### src/rtl/sparse_tok_pkg.sv
// Shared token definitions for the sparse coordinate pipeline.
// Token: bit16=0 data in [15:0]; bit16=1 control, [9:8]=01 DONE, [9:8]=00 STOP with level in [7:0].
package sparse_tok_pkg;

  localparam int unsigned DATA_W     = 17;
  localparam int unsigned CTRL_BIT   = 16;
  localparam int unsigned FIFO_DEPTH = 2;

  localparam logic [DATA_W-1:0] DONE_TOK = 17'h10100;

  typedef enum logic {
    ST_RUN  = 1'b0,
    ST_DONE = 1'b1
  } isect_state_e;

  // Coordinate/position pair stored jointly in each input FIFO.
  typedef struct packed {
    logic [DATA_W-1:0] coord;
    logic [DATA_W-1:0] pos;
  } crd_pos_t;

  function automatic logic is_ctrl(input logic [DATA_W-1:0] tok);
    return tok[CTRL_BIT];
  endfunction

  function automatic logic is_stop(input logic [DATA_W-1:0] tok);
    return tok[CTRL_BIT] && (tok[9:8] == 2'b00);
  endfunction

  function automatic logic is_done(input logic [DATA_W-1:0] tok);
    return tok[CTRL_BIT] && (tok[9:8] == 2'b01);
  endfunction

  function automatic logic [7:0] stop_level(input logic [DATA_W-1:0] tok);
    return tok[7:0];
  endfunction

endpackage

### src/rtl/reg_fifo.sv
// Small register FIFO with same-cycle push/pop (a pop frees space for a push when full).
// Ports: clk, rst_n (async active-low), clk_en (hold), flush (sync clear),
//        push/din, pop/dout (head), full, empty.
module reg_fifo #(
  parameter int unsigned WIDTH = 17,
  parameter int unsigned DEPTH = 2
) (
  input  logic             clk,
  input  logic             rst_n,
  input  logic             clk_en,
  input  logic             flush,
  input  logic             push,
  input  logic [WIDTH-1:0] din,
  input  logic             pop,
  output logic [WIDTH-1:0] dout,
  output logic             full,
  output logic             empty
);

  localparam int unsigned AW = (DEPTH > 1) ? $clog2(DEPTH) : 1;
  localparam int unsigned CW = $clog2(DEPTH + 1);

  logic [WIDTH-1:0] mem [DEPTH];
  logic [AW-1:0]    wr_ptr;
  logic [AW-1:0]    rd_ptr;
  logic [CW-1:0]    count;
  logic             do_push;
  logic             do_pop;

  function automatic logic [AW-1:0] ptr_inc(input logic [AW-1:0] p);
    return (p == AW'(DEPTH - 1)) ? '0 : p + AW'(1);
  endfunction

  assign empty   = (count == '0);
  assign full    = (count == CW'(DEPTH));
  assign do_pop  = clk_en & pop & ~empty;
  assign do_push = clk_en & push & (~full | do_pop);
  assign dout    = mem[rd_ptr];

  // Pointers and occupancy; flush wins over any push/pop.
  always_ff @(posedge clk or negedge rst_n) begin
    if (!rst_n) begin
      wr_ptr <= '0;
      rd_ptr <= '0;
      count  <= '0;
    end else if (flush) begin
      wr_ptr <= '0;
      rd_ptr <= '0;
      count  <= '0;
    end else begin
      if (do_push) wr_ptr <= ptr_inc(wr_ptr);
      if (do_pop)  rd_ptr <= ptr_inc(rd_ptr);
      count <= count + CW'(do_push) - CW'(do_pop);
    end
  end

  // Storage needs no reset; occupancy gates every read.
  always_ff @(posedge clk) begin
    if (do_push) mem[wr_ptr] <= din;
  end

endmodule

### src/rtl/crd_intersect.sv
// Two-input sparse fiber intersector: emits common coordinates with the matching
// position from each input; STOP/DONE tokens are aligned and forwarded.
// Ports: clk, rst_n, clk_en, flush, tile_en;
//        coord_in_{0,1}/pos_in_{0,1} valid/ready inputs (paired per side);
//        coord_out, pos_out_{0,1} valid/ready outputs; proto_err (sticky).
module crd_intersect
  import sparse_tok_pkg::*;
#(
  parameter int unsigned DATA_W     = 17,
  parameter int unsigned FIFO_DEPTH = 2
) (
  input  logic              clk,
  input  logic              rst_n,
  input  logic              clk_en,
  input  logic              flush,
  input  logic              tile_en,
  input  logic [DATA_W-1:0] coord_in_0,
  input  logic              coord_in_0_valid,
  output logic              coord_in_0_ready,
  input  logic [DATA_W-1:0] coord_in_1,
  input  logic              coord_in_1_valid,
  output logic              coord_in_1_ready,
  input  logic [DATA_W-1:0] pos_in_0,
  input  logic              pos_in_0_valid,
  output logic              pos_in_0_ready,
  input  logic [DATA_W-1:0] pos_in_1,
  input  logic              pos_in_1_valid,
  output logic              pos_in_1_ready,
  output logic [DATA_W-1:0] coord_out,
  output logic              coord_out_valid,
  input  logic              coord_out_ready,
  output logic [DATA_W-1:0] pos_out_0,
  output logic              pos_out_0_valid,
  input  logic              pos_out_0_ready,
  output logic [DATA_W-1:0] pos_out_1,
  output logic              pos_out_1_valid,
  input  logic              pos_out_1_ready,
  output logic              proto_err
);

  localparam int unsigned PAIR_W = $bits(crd_pos_t);
  localparam int unsigned VAL_W  = CTRL_BIT;

  isect_state_e state_q, state_d;
  logic         proto_err_q;
  logic         live_q;

  crd_pos_t in0_din, in1_din, in0_head, in1_head;
  logic     in0_full, in0_empty, in1_full, in1_empty;
  logic     in0_push, in1_push, pop0, pop1, accept_en;

  logic [DATA_W-1:0] oc_din, o0_din, o1_din;
  logic oc_full, oc_empty, o0_full, o0_empty, o1_full, o1_empty;
  logic oc_pop, o0_pop, o1_pop, push_out, fire, err_set;

  logic [DATA_W-1:0] h0, h1;

  // Input side: readies held low for one cycle after reset/flush and while draining DONE.
  assign accept_en        = tile_en & live_q & (state_q == ST_RUN);
  assign coord_in_0_ready = ~in0_full & accept_en;
  assign pos_in_0_ready   = ~in0_full & accept_en;
  assign coord_in_1_ready = ~in1_full & accept_en;
  assign pos_in_1_ready   = ~in1_full & accept_en;
  assign in0_push         = coord_in_0_valid & pos_in_0_valid & coord_in_0_ready;
  assign in1_push         = coord_in_1_valid & pos_in_1_valid & coord_in_1_ready;
  assign in0_din          = '{coord: coord_in_0, pos: pos_in_0};
  assign in1_din          = '{coord: coord_in_1, pos: pos_in_1};
  assign h0               = in0_head.coord;
  assign h1               = in1_head.coord;

  // Output side: each FIFO drains on its own ready.
  assign coord_out_valid = ~oc_empty & tile_en;
  assign pos_out_0_valid = ~o0_empty & tile_en;
  assign pos_out_1_valid = ~o1_empty & tile_en;
  assign oc_pop          = coord_out_valid & coord_out_ready;
  assign o0_pop          = pos_out_0_valid & pos_out_0_ready;
  assign o1_pop          = pos_out_1_valid & pos_out_1_ready;
  assign proto_err       = proto_err_q;

  // A same-cycle output pop counts as space.
  assign fire = ~in0_empty & ~in1_empty & (~oc_full | oc_pop) & (~o0_full | o0_pop) &
                (~o1_full | o1_pop) & clk_en & tile_en & (state_q == ST_RUN);

  reg_fifo #(.WIDTH(PAIR_W), .DEPTH(FIFO_DEPTH)) u_in0 (
    .clk, .rst_n, .clk_en, .flush, .push(in0_push), .din(in0_din), .pop(pop0),
    .dout(in0_head), .full(in0_full), .empty(in0_empty));
  reg_fifo #(.WIDTH(PAIR_W), .DEPTH(FIFO_DEPTH)) u_in1 (
    .clk, .rst_n, .clk_en, .flush, .push(in1_push), .din(in1_din), .pop(pop1),
    .dout(in1_head), .full(in1_full), .empty(in1_empty));
  reg_fifo #(.WIDTH(DATA_W), .DEPTH(FIFO_DEPTH)) u_oc (
    .clk, .rst_n, .clk_en, .flush, .push(push_out), .din(oc_din), .pop(oc_pop),
    .dout(coord_out), .full(oc_full), .empty(oc_empty));
  reg_fifo #(.WIDTH(DATA_W), .DEPTH(FIFO_DEPTH)) u_o0 (
    .clk, .rst_n, .clk_en, .flush, .push(push_out), .din(o0_din), .pop(o0_pop),
    .dout(pos_out_0), .full(o0_full), .empty(o0_empty));
  reg_fifo #(.WIDTH(DATA_W), .DEPTH(FIFO_DEPTH)) u_o1 (
    .clk, .rst_n, .clk_en, .flush, .push(push_out), .din(o1_din), .pop(o1_pop),
    .dout(pos_out_1), .full(o1_full), .empty(o1_empty));

  // State, sticky error and post-reset arming register.
  always_ff @(posedge clk or negedge rst_n) begin
    if (!rst_n) begin
      state_q     <= ST_RUN;
      proto_err_q <= 1'b0;
      live_q      <= 1'b0;
    end else if (flush) begin
      state_q     <= ST_RUN;
      proto_err_q <= 1'b0;
      live_q      <= 1'b0;
    end else if (clk_en) begin
      state_q <= state_d;
      live_q  <= 1'b1;
      if (err_set) proto_err_q <= 1'b1;
    end
  end

  // Head decision and next state.
  always_comb begin
    state_d  = state_q;
    pop0     = 1'b0;
    pop1     = 1'b0;
    push_out = 1'b0;
    err_set  = 1'b0;
    oc_din   = h0;
    o0_din   = h0;
    o1_din   = h0;
    unique case (state_q)
      ST_RUN: begin
        if (fire) begin
          if (!is_ctrl(h0) && !is_ctrl(h1)) begin
            if (h0[VAL_W-1:0] == h1[VAL_W-1:0]) begin
              push_out = 1'b1;
              o0_din   = in0_head.pos;
              o1_din   = in1_head.pos;
              pop0     = 1'b1;
              pop1     = 1'b1;
            end else if (h0[VAL_W-1:0] < h1[VAL_W-1:0]) begin
              pop0 = 1'b1;
            end else begin
              pop1 = 1'b1;
            end
          end else if (!is_ctrl(h0)) begin
            pop0 = 1'b1;
          end else if (!is_ctrl(h1)) begin
            pop1 = 1'b1;
          end else if (is_done(h0) && is_done(h1)) begin
            push_out = 1'b1;
            oc_din   = DONE_TOK;
            o0_din   = DONE_TOK;
            o1_din   = DONE_TOK;
            pop0     = 1'b1;
            pop1     = 1'b1;
            state_d  = ST_DONE;
          end else if (is_done(h0)) begin
            pop1 = 1'b1;
          end else if (is_done(h1)) begin
            pop0 = 1'b1;
          end else begin
            // Both STOP: input 0's level wins, a mismatch is flagged.
            push_out = 1'b1;
            pop0     = 1'b1;
            pop1     = 1'b1;
            err_set  = (stop_level(h0) != stop_level(h1)) | ~is_stop(h0) | ~is_stop(h1);
          end
        end
      end
      ST_DONE: begin
        if (oc_empty && o0_empty && o1_empty) state_d = ST_RUN;
      end
      default: state_d = ST_RUN;
    endcase
  end

endmodule

### config.mk
export PLATFORM = sky130hd
export DESIGN_NAME = crd_intersect
export DESIGN_NICKNAME = d
export VERILOG_FILES = /design/src/rtl/sparse_tok_pkg.sv /design/src/rtl/reg_fifo.sv /design/src/rtl/crd_intersect.sv
export SDC_FILE = /design/constraint.sdc
export NUM_CORES = 1
export LEC_CHECK = 0
export ABC_AREA = 1
export ABC_CLOCK_PERIOD_IN_PS = 6100
export BUFFER_PORTS_ARGS = -buffer_cell sky130_fd_sc_hd__buf_4
export CELL_PAD_IN_SITES_DETAIL_PLACEMENT = 0
export CELL_PAD_IN_SITES_GLOBAL_PLACEMENT = 2
export CORE_ASPECT_RATIO = 1.25
export CORE_MARGIN = 2
export CORE_UTILIZATION = 30
export DETAILED_ROUTE_END_ITERATION = 16
export PLACE_DENSITY_LB_ADDON = 0.12
export SKIP_CTS_REPAIR_TIMING = 1
export SYNTH_ARGS = -nofsm -noshare
export SYNTH_HDL_FRONTEND = slang
export SYNTH_SLANG_ARGS = --single-unit
### constraint.sdc
create_clock -name clk -period 6.1 [get_ports clk]
set_input_delay 0.305 -clock clk [delete_from_list [all_inputs] [get_ports clk]]
set_output_delay 0.305 -clock clk [all_outputs]
set_load 0.01 [all_outputs]
==> impl_results.md, run 1 <==
* RR Startpoint: u_in0.rd_ptr
* Die height at 219 um
* Worst setup EP type: flip-flop
* Final Slew Violations at 0
* Critical Path Start: u_in0.rd_ptr
* Post-synth EDFFs at 238
* PwrDens at 256 nW/um2
* Mean routed wirelength per cell at 17.8 um
* Post-synth top flop: edfxtp_1
* Leak pwr at 0.00570 uW
* H-tree levels at 1
* Crit path kind: reg2reg
* WHS Endpoint: state_q
* Fin cells at 1648
* FF-to-FF End: u_o1.mem[1][5]
* Count leader, synth: nand2_1
* Yosys warns at 0
* Required time worst endpoint at 6.32 ns
* Clock share of power at 43.0%
* Largest net degree at the start of global routing at 38
* Worst vdd ir at 0.000201 V
* Remaining DRCs at 0
* P_sw at 708 uW
* Period utilization at 66.5%
* Cells after Synth at 937
* Placer congestion estimate at 0.759
* Sw Share at 19.5%
* # nets final at 1260
* Core Region at 36400 um2
* WHS at 0.0330 ns
* Flop-to-flop setup slack at 2.04 ns
* WHS Path Cells at 2
* Share of Yosys cell area claimed by the top area cell type at 64.3%
* Max FO, Critical Path at 25
* First-pass GRT wire length at 42.7 mm
* Area contributors post-synth: edfxtp_1 (64%), nand2_1 (10%), dfrtp_1 (5.2%), ha_1 (3.3%), mux2i_1 (2.5%)
* Number of vias per cell at 4.32
* Status: completed
* Combinational fraction of design power at 3.2%
* Startpoint Class: flip-flop
* DP HPWL at 20.9 mm
* Setup TNS at 0 ns
* Synth Register Bits at 261
* Initial DRT Pass Iterations at 4
* Dpl cells at 1532
* Final Core Density at 38.9%
* CP arrival at 4.28 ns
* Initial core utilization at 30.6%
* GR Overflow Total at 0
* Min Clock Period, post-route at 4.06 ns
* Root Driver: clkbuf_16
* TritonCTS Sinks at 261
* Aggregate global-route resource usage at 15.1%
* P&R area growth vs syn at 27.4%
* Initial antenna violation count at 0
* Netlist cell types at 38
* Layout cells sized above 1 at 19.3%
* Synth Net Count at 1046
* Final Hold Viols at 0
* Vias post-DR at 7120
* Largest area contributor in the netlist: edfxtp_1
* Number of global-route vias before repair at 6979
* Post-synth ARST share at 8.81%
* Met2 WL post-DR at 15.0 mm
* Hold Crit Class: in2reg
* RSZ-0062 raised after global routing: no
* Worst relative slew slack at 20.6%
* Worst slew pin tran at 1.19 ns
* Die width at 176 um
* Min-delay src: clk_en
* CTS tree: built
* Flop pwr share at 53.8%
* Rows at 78
* Post-route cell area at 14200 um2
* ANT nets after route at 0
* Routed length on met3 at 1.11 mm
* IO Pins at 139
* MaxCap Viol Count at 0
* Dpl cell area at 12700 um2
* Number of diodes at 0
* Clock skew at 0.0123 ns
* Die ar. at 38600 um2
* Clk pin slew, worst setup/hold paths at 0.06 ns
* Mapped cell area at 11100 um2
* Internal power at 2910 uW
* DRT iter0 DRCs at 335
* Final setup fails at 0
* Average size of a mapped cell at 11.9 um2
* Routed wire length at 29.3 mm
* Maximum clock frequency at 246 MHz
* Most common library cells after synthesis: nand2_1 (311), edfxtp_1 (238), inv_1 (61)
* # port buffers at 138
* Worst reg2reg path depth at 16
* DRT met1 WL at 12.8 mm
* CTS Buf Count at 28
* Clock buffer depth at 3
* Clock Latency Late Sink at 0.55 ns
* Filler cells at 3503
* Post-synthesis sequential area ratio at 69.4%
* DR top layer: met4
==> logic make-up (layout without fill, tap and decap cells) <==
group	after synthesis	count (layout)	synth area share, %
AO/OA/AOI/OAI	82	82	4.15
XOR/XNOR	10	10	0.787
adder cells (fa/ha/maj)	29	29	3.26
buffers and inverters	106	337	4.49
flip-flops	261	261	69.4
multiplexers	28	28	2.52
AND/OR/NAND/NOR	421	421	15.4
==> worst max-delay path: stages, from the launching register on <==
cell     delay [ns]
dfrtp_1        0.83
inv_4          0.28
or2_2          0.35
o21ai_0        0.33
inv_1          0.10
ha_1           0.33
nand2_1        0.08
nor2_1         0.16
nand2_1        0.07
inv_1          0.09
nand2_1        0.07
inv_2          0.09
nand2_4        0.14
o21ai_2        0.15
nand2_2        0.22
nor2_1         0.16
buf_4          0.28
==> cell type report <==
type                    instances  area (um2)  share of cell area (%)
flip-flops and latches        261        7720                    54.5
multi-input cells             570        2930                    20.7
repair buffers                218        1810                    12.8
clock buffers                  35         748                    5.28
well taps                     480         601                    4.24
inverters                      72         279                    1.97
clock inverters                12        80.1                   0.565
==> worst max path at each step <==
stage / endpoint / slack, ns / cells after the start
CTS: u_o1.mem[1][9] / 1.89 / 16
global placement: u_oc.mem[0][11] / 2.01 / 16
global route: u_o0.mem[0][16] / 1.67 / 15
detailed placement: u_o1.mem[1][11] / 1.93 / 16
finish: u_o1.mem[1][5] / 2.04 / 16
floorplan: u_o0.mem[0][0] / 2.75 / 16
==> placed cells by master (no fill, tap or decap) <==
cell             n
nand2_1        311
edfxtp_1       238
buf_4          149
dlygate4sd3_1   69
inv_1           61
nor2_1          51
o21ai_0         30
ha_1            29
clkbuf_16       29
mux2i_1         28
a21oi_1         24
dfrtp_1         23
nand3_1         22
or2_2           12
o21ai_1         10
clkinv_2         8
o31ai_1          7
nand4_1          7
clkinv_1         7
clkbuf_1         6
nand2_2          5
inv_2            5
nor2_4           5
xnor2_1          5
xor2_1           5
a31oi_1          4
nor2_2           3
nand2_4          3
o21ai_2          2
o21a_1           2
nor3_1           1
inv_4            1
o21ai_4          1
o211ai_1         1
or2_1            1
clkinv_4         1
a21o_1           1
bufinv_16        1
==> power by group through the flow <==
stage | clock network [uW] | logic [uW] | registers (uW)
after floorplan | 0 | 18.0 | 1990
after global placement | 0 | 81.9 | 1990
after detailed placement | 0 | 82.7 | 1990
after CTS | 1610 | 82.9 | 1950
after global routing | 1680 | 126 | 1950
final | 1560 | 115 | 1950
==> registers in the layout, summed over array words and instances (netlist names), 2 cells and up <==
register     count
u_o1.count       2
u_in1.mem       68
u_in0.count      2
u_in1.count      2
u_o0.mem        34
u_o1.mem        34
u_oc.mem        34
u_o0.count       2
u_in0.mem       68
u_oc.count       2
==> per-layer routing <==
layer / GRT usage (%) / vias up
met4: 3.36 / 0
met1: 19.2 / 3365
met2: 27.0 / 130
met3: 2.22 / 28
li1: - / 3597
met5: 0 / -
==> metrics by stage <==
| step | power [uW] | worst slack [ns] |
|---|---|---|
| 3_3_place_gp | 2070 | 2.01 |
| 3_5_place_dp | 2070 | 1.93 |
| 2_1_floorplan | 2000 | 2.75 |
| 6_report | 3620 | 2.04 |
| 4_1_cts | 3640 | 1.89 |
| 5_1_grt | 3760 | 1.67 |
No activity file was read; power rests on OpenSTA's default activity.
==> run 2: changes to the inputs <==
--- a/config.mk
+++ b/config.mk
@@ -5,8 +5,8 @@
 export SDC_FILE = /design/constraint.sdc
 export NUM_CORES = 1
 export LEC_CHECK = 0
-export ABC_AREA = 1
-export ABC_CLOCK_PERIOD_IN_PS = 6100
+export ABC_AREA = 0
+export ABC_CLOCK_PERIOD_IN_PS = 3600
 export BUFFER_PORTS_ARGS = -buffer_cell sky130_fd_sc_hd__buf_4
 export CELL_PAD_IN_SITES_DETAIL_PLACEMENT = 0
 export CELL_PAD_IN_SITES_GLOBAL_PLACEMENT = 2
==> constraint.sdc (replaced) <==
create_clock -name clk -period 3.6 [get_ports clk]
set_input_delay 0.18 -clock clk [delete_from_list [all_inputs] [get_ports clk]]
set_output_delay 0.18 -clock clk [all_outputs]
set_load 0.01 [all_outputs]
==> impl_results.md, run 2 <==
* Vias post-DR at 6341 (-11%)
* Startpoint Class: flip-flop
* Top cell by count, worst path: ha_1
* DRT iter0 DRCs at 300 (-10%)
* Die ar. at 37600 um2 (-2.7%)
* IO Pins at 139 (unchanged)
* Largest area contributor in the netlist: edfxtp_1
* Clock buffer depth at 3 (unchanged)
* Worst slew pin tran at 0.899 ns (-0.289 ns)
* Clk pin slew, worst setup/hold paths at 0.06 ns (about the same)
* Most common library cells after synthesis: edfxtp_1 (238), mux2i_1 (63), mux2_2 (54)
* Leading cell type in the layout, fill and taps excluded: edfxtp_1
* Initial DRT Pass Iterations at 4 (unchanged)
* # port buffers at 138 (unchanged)
* Largest net degree at the start of global routing at 35 (-7.9%)
* Post-synth ARST share at 8.81% (unchanged)
* Aggregate global-route resource usage at 14.2% (-0.82 points)
* Status: completed
* Number of vias per cell at 4.49 (+3.9%)
* Design Power at 6480 uW (+79%)
* Worst relative slew slack at 40.1% (+19 points)
* Worst vdd ir at 0.000303 V (+51%)
* Period utilization at 95.2% (+29 points)
* Average size of a mapped cell at 16.5 um2 (+39%)
* Root Driver: clkbuf_16
* DP HPWL at 19.3 mm (-8.1%)
* H-tree levels at 1 (unchanged)
* Synth Net Count at 763 (-27%)
* Area contributors post-synth: edfxtp_1 (66%), mux2i_1 (5.8%), mux2_2 (5.6%), dfrtp_1 (5.3%), ha_1 (3.4%)
* CTS tree: built
* Number of diodes at 0 (unchanged)
* CTS Buf Count at 28 (unchanged)
* Commonest non-fill, non-tap cells in the layout: edfxtp_1 (238), buf_4 (184), dlygate4sd3_1 (70), mux2i_1 (55), mux2_2 (54)
* Worst setup EP type: flip-flop
* Largest regs: u_in0.mem (68), u_in1.mem (68)
* Layout cells sized above 1 at 34.3% (+15 points)
* RR Startpoint: u_in0.rd_ptr
* MaxCap Viol Count at 0 (unchanged)
* Initial antenna violation count at 0 (unchanged)
* Core Region at 35500 um2 (-2.6%)
* Mean routed wirelength per cell at 19.4 um (+9.3%)
* GR peak layer: met2
* Filler cells at 3362 (-4.0%)
* First-pass GRT wire length at 39.8 mm (-6.9%)
* Final setup fails at 0 (unchanged)
* # nets final at 1026 (-19%)
* Placer congestion estimate at 0.754 (-0.67%)
* Slowest CP cell: or4_4
* Final Slew Violations at 0 (unchanged)
* CP arrival at 3.85 ns (-0.43 ns)
* Met3 Track Usage GR at 2.19% (-0.025 points)
* Mapped cell area at 10800 um2 (-2.7%)
* Clock skew at 0.00958 ns (-0.00271 ns)
* Remaining DRCs at 0 (unchanged)
* Synth Register Bits at 261 (unchanged)
* Post-synthesis sequential area ratio at 71.4% (+1.9 points)
* Post-synth EDFFs at 238 (unchanged)
* Post-synth top flop: edfxtp_1
* Clock Latency Late Sink at 0.54 ns (about the same)
* Dpl cells at 1284 (-16%)
* Max FO, Critical Path at 7 (-72%)
* Count leader, synth: edfxtp_1
* Met1 Use GR at 16.7% (-2.5 points)
* Final Hold Viols at 0 (unchanged)
* GR Overflow Total at 0 (unchanged)
* Maximum clock frequency at 292 MHz (+18%)
* Fin cells at 1412 (-14%)
* Slowest Stage Delay on Critical Path at 0.54 ns (-0.29 ns)
* Critical Path Start: u_in0.rd_ptr
* TritonCTS Sinks at 261 (unchanged)
* Cells after Synth at 654 (-30%)
* Critical Path, Cell by Cell: buf_4 -> buf_4 -> mux2i_4 -> inv_1 -> ha_1 -> nand2_1 -> nor3_1 -> or4_4 -> a211oi_4 -> a21oi_2 -> ha_1 -> inv_1 -> ha_1 -> xor2_1 -> xnor2_1 -> nor2_1
* M2 GR Usage at 26.8% (-0.29 points)
* ANT nets after route at 0 (unchanged)
* Rows at 77 (-1.3%)
* Share of Yosys cell area claimed by the top area cell type at 66.0% (+1.8 points)
* Initial core utilization at 30.5% (-0.033 points)
* Crit path kind: reg2reg
* Yosys warns at 0 (unchanged)
* Die height at 216 um (-1.3%)
* Min Clock Period, post-route at 3.43 ns (-0.632 ns)
* PwrDens at 445 nW/um2 (+74%)
* P&R area growth vs syn at 34.5%
* Netlist cell types at 50 (+32%)
* Die width at 174 um (-1.3%)
* Number of global-route vias before repair at 6515 (-6.6%)
* Final Core Density at 41.0% (+2.1 points)
* Routed wire length at 27.4 mm (-6.3%)
* Required time worst endpoint at 4.02 ns (-2.30 ns)
* Leak pwr at 0.00524 uW (-8.0%)
* Min-delay src: flush
* Hold Crit Class: in2reg
==> run 2: cell types whose count changed in the layout (fill, tap and decap cells not counted), sizes merged, moves of 21 or more <==
| cell | change |
|---|---|
| inv | -35 |
| o22ai | +31 |
| mux2i | +37 |
| buf | +43 |
| nand3 | -21 |
| nand2 | -311 |
| o21ai | -36 |
| mux2 | +55 |
==> run 2: worst max-delay path: cells and delay by family, from the launching register on <==
family / cells / cell delay [ns]
multiplexers: 1 / 0.16
AND/OR/NAND/NOR: 4 / 0.70
flip-flops: 1 / 0.50
XOR/XNOR: 2 / 0.29
buffers and inverters: 4 / 0.44
adder cells (fa/ha/maj): 3 / 0.79
AO/OA/AOI/OAI: 2 / 0.42
==> run 2: final timing paths <==
path,end,slack [ns],depth (start not counted)
max reg2reg,u_in1.count[1],0.17,16
min reg2reg,live_q,0.50,2
max,u_in1.count[1],0.17,16
min,u_in0.wr_ptr,0.01,2
min in group asynchronous,u_o0.rd_ptr,0.09,2
max in group asynchronous,u_in0.rd_ptr,3.20,2
==> run 2: layout make-up <==
cell class	count	area (um2)	area share, %
Clock buffer	35	748	5.14
Clock inverter	16	209	1.44
Inverter	31	116	0.800
Multi-Input combinational cell	333	2920	20.1
Sequential cell	261	7730	53.1
Tap cell	474	593	4.08
Timing Repair Buffer	262	2230	15.3
==> run 2: per-stage QoR <==
stage                     TNS (ns)  cell area (um2)  hold slack (ns)  setup WS [ns]
after global routing      -0.00880            14600          0.00928       -0.00880
after CTS                  -0.0276            13700           -0.466        -0.0276
after floorplan                  0            10800           -0.116          0.139
after detailed placement  -0.00916            12700            0.121       -0.00916
final                            0            14600           0.0147          0.174
after global placement           0            12700            0.118         0.0610
==> run 2: routing by layer <==
| layer | routed length [um] | up-vias |
|---|---|---|
| li1 | - | 3018 |
| met1 | 10900 | 3144 |
| met2 | 14800 | 143 |
| met3 | 1140 | 36 |
| met4 | 554 | 0 |
| met5 | 0 | - |
==> run 2: cell families (layout without fill, tap and decap cells) <==
logic type	Yosys count	count (layout)	synth area share, %
flops	261	261	71.4
xor+xnor	18	18	1.46
buf+inv	60	344	2.66
simple gates	96	96	4.71
compound gates	70	70	4.46
fa+ha+maj	29	29	3.35
mux	120	120	12.0
==> run 2: power by group <==
part           internal [uW]  leakage (uW)  switching [uW]
registers               3300       0.00246            3.01
clock network           1830      0.000470            1140
logic                    121       0.00232            80.6
total                   5250       0.00524            1230
==> run 3: changes to the inputs <==
--- a/config.mk
+++ b/config.mk
@@ -5,7 +5,7 @@
 export SDC_FILE = /design/constraint.sdc
 export NUM_CORES = 1
 export LEC_CHECK = 0
-export ABC_AREA = 0
+export ABC_AREA = 1
 export ABC_CLOCK_PERIOD_IN_PS = 3600
 export BUFFER_PORTS_ARGS = -buffer_cell sky130_fd_sc_hd__buf_4
 export CELL_PAD_IN_SITES_DETAIL_PLACEMENT = 0
==> impl_results.md, run 3 (same netlist as run 1, synthesis figures left out) <==
* # nets final at 1275 (+24%)
* Initial antenna violation count at 0 (unchanged)
* Final Slew Violations at 0 (unchanged)
* Worst vdd ir at 0.000425 V (+40%)
* Worst setup EP type: flip-flop
* TritonCTS Sinks at 261 (unchanged)
* Die ar. at 38600 um2 (+2.7%)
* Hold Crit Class: in2reg
* PwrDens at 441 nW/um2 (-0.96%)
* Worst path depth at 17 (+1)
* Required time worst endpoint at 4.03 ns (about the same)
* GR Overflow Total at 0 (unchanged)
* Maximum clock frequency at 309 MHz (+5.9%)
* DRT iter0 DRCs at 371 (+24%)
* Top cell by count, worst path: inv_1
* Worst slew pin tran at 0.601 ns (-0.298 ns)
* Critical path's top delay family: simple AND/OR/NAND/NOR gates
* Largest regs: u_in0.mem (68), u_in1.mem (68)
* Leak pwr at 0.00579 uW (+10%)
* Leading cell type in the layout, fill and taps excluded: nand2_1
* CP arrival at 3.67 ns (-0.18 ns)
* Layout cells sized above 1 at 20.3% (-14 points)
* Status: completed
* Remaining DRCs at 0 (unchanged)
* Number of global-route vias before repair at 6996 (+7.4%)
* Worst relative slew slack at 59.7% (+20 points)
* # port buffers at 138 (unchanged)
* Mean routed wirelength per cell at 18.1 um (-6.5%)
* Startpoint Class: flip-flop
* CTS Buf Count at 29 (+3.6%)
* Final Core Density at 39.5% (-1.6 points)
* MaxCap Viol Count at 0 (unchanged)
* Worst reg2reg path depth at 17 (+1)
* Root Driver: clkbuf_16
* Largest net degree at the start of global routing at 36 (+2.9%)
* Clock buffer depth at 3 (unchanged)
* Slowest CP cell: dfrtp_1
* RSZ-0062 raised after global routing: no
* WHS Path Cells at 3 (+1)
* Initial DRT Pass Iterations at 4 (unchanged)
* Routed wire length at 30.2 mm (+10%)
* Period utilization at 89.9% (-5.3 points)
* Commonest non-fill, non-tap cells in the layout: nand2_1 (311), edfxtp_1 (238), buf_4 (160), dlygate4sd3_1 (71), inv_1 (61)
* Vias post-DR at 7220 (+14%)
* Filler cells at 3540 (+5.3%)
* First-pass GRT wire length at 43.7 mm (+9.9%)
* Clock skew at 0.0212 ns (+0.0116 ns)
* Critical Path, Cell by Cell: buf_4 -> inv_1 -> o21ai_2 -> nand2_1 -> nor2_1 -> inv_1 -> ha_1 -> o21ai_0 -> nand2_1 -> nor2_1 -> nand2_1 -> inv_1 -> ha_1 -> inv_1 -> ha_1 -> xor2_1 -> nor2_1
* Number of diodes at 0 (unchanged)
* Slowest Stage Delay on Critical Path at 0.38 ns (-0.16 ns)
* Aggregate global-route resource usage at 15.4% (+1.2 points)
* CTS tree: built
* CP Buf/Inv Count at 5 (+1)
* H-tree levels at 1 (unchanged)
* Final setup fails at 0 (unchanged)
* P&R area growth vs syn at 29.2%
* Placer congestion estimate at 0.769 (+2.0%)
* Die height at 219 um (+1.4%)
* Initial core utilization at 30.6% (+0.033 points)
* Die width at 176 um (+1.4%)
* Max FO, Critical Path at 16 (+9)
* Clk pin slew, worst setup/hold paths at 0.06 ns (about the same)
* Final Hold Viols at 0 (unchanged)
* Core Region at 36400 um2 (+2.7%)
* Rows at 78 (+1.3%)
* DP HPWL at 21.9 mm (+14%)
* Number of vias per cell at 4.34 (-3.3%)
* IO Pins at 139 (unchanged)
* Crit path kind: reg2reg
* Setup TNS at 0 ns (unchanged)
* ANT nets after route at 0 (unchanged)
* Min Clock Period, post-route at 3.24 ns (-0.191 ns)
* Clock Latency Late Sink at 0.56 ns (+0.02 ns)
==> run 3: changes by cell type in the layout (fill, tap and decap cells not counted), sizes merged, moves of 36 or more <==
cell / previous run / this run
mux2i: 65 / 28
inv: 32 / 69
mux2: 55 / 0
nand2: 8 / 319
o21ai: 7 / 43
==> run 3: area by class of cell <==
| cell class | instances | area (um2) | share of cell area [%] |
|---|---|---|---|
| inverters | 72 | 279 | 1.94 |
| multi-input cells | 570 | 2940 | 20.4 |
| flip-flops and latches | 261 | 7720 | 53.8 |
| clock buffers | 36 | 752 | 5.23 |
| well taps | 480 | 601 | 4.18 |
| repair buffers | 232 | 1930 | 13.4 |
| clock inverters | 12 | 145 | 1.01 |
==> run 3: worst min-delay path, stage by stage <==
cell	delay (ns)
buf_4	0.11
nand3_1	0.16
a21oi_1	0.09
==> run 3: final timing paths <==
path                                 start             end  slack, ns
max                           u_in1.rd_ptr  u_in0.count[1]       0.36
min                        pos_out_1_ready     u_o1.rd_ptr       0.04
max reg2reg                   u_in1.rd_ptr  u_in0.count[1]       0.36
min reg2reg                         live_q          live_q       0.50
max in group asynchronous            rst_n    u_in0.rd_ptr       3.24
min in group asynchronous            rst_n   u_o0.count[0]       0.08
==> run 3: metrics by stage <==
stage	std cells	total power, uW	instance area (um2)	hold WS, ns	worst slack, ns
after detailed placement	1544	3510	12800	0.113	0.0918
final	1663	6330	14400	0.0426	0.364
after global routing	1663	6540	14400	0.0668	0.0690
after floorplan	937	3400	11100	-0.116	0.254
after global placement	1544	3500	12800	0.114	0.0949
after CTS	1592	6350	13700	-0.477	0.0690
==> run 3: layer usage <==
layer | vias to the layer above | routed length [um] | global-route usage (%)
met1 | 3405 | 13100 | 20.0
met4 | 0 | 458 | 3.55
met5 | - | 0 | 0
met2 | 148 | 15500 | 27.5
li1 | 3632 | - | -
met3 | 35 | 1080 | 1.92
==> run 3: power breakdown <==
group	leakage [uW]	switching (uW)	total [uW]	internal, uW
clock	0.000434	1150	2830	1680
sequential	0.00246	2.94	3300	3300
combinational	0.00290	80.4	198	118
total	0.00579	1230	6330	5100
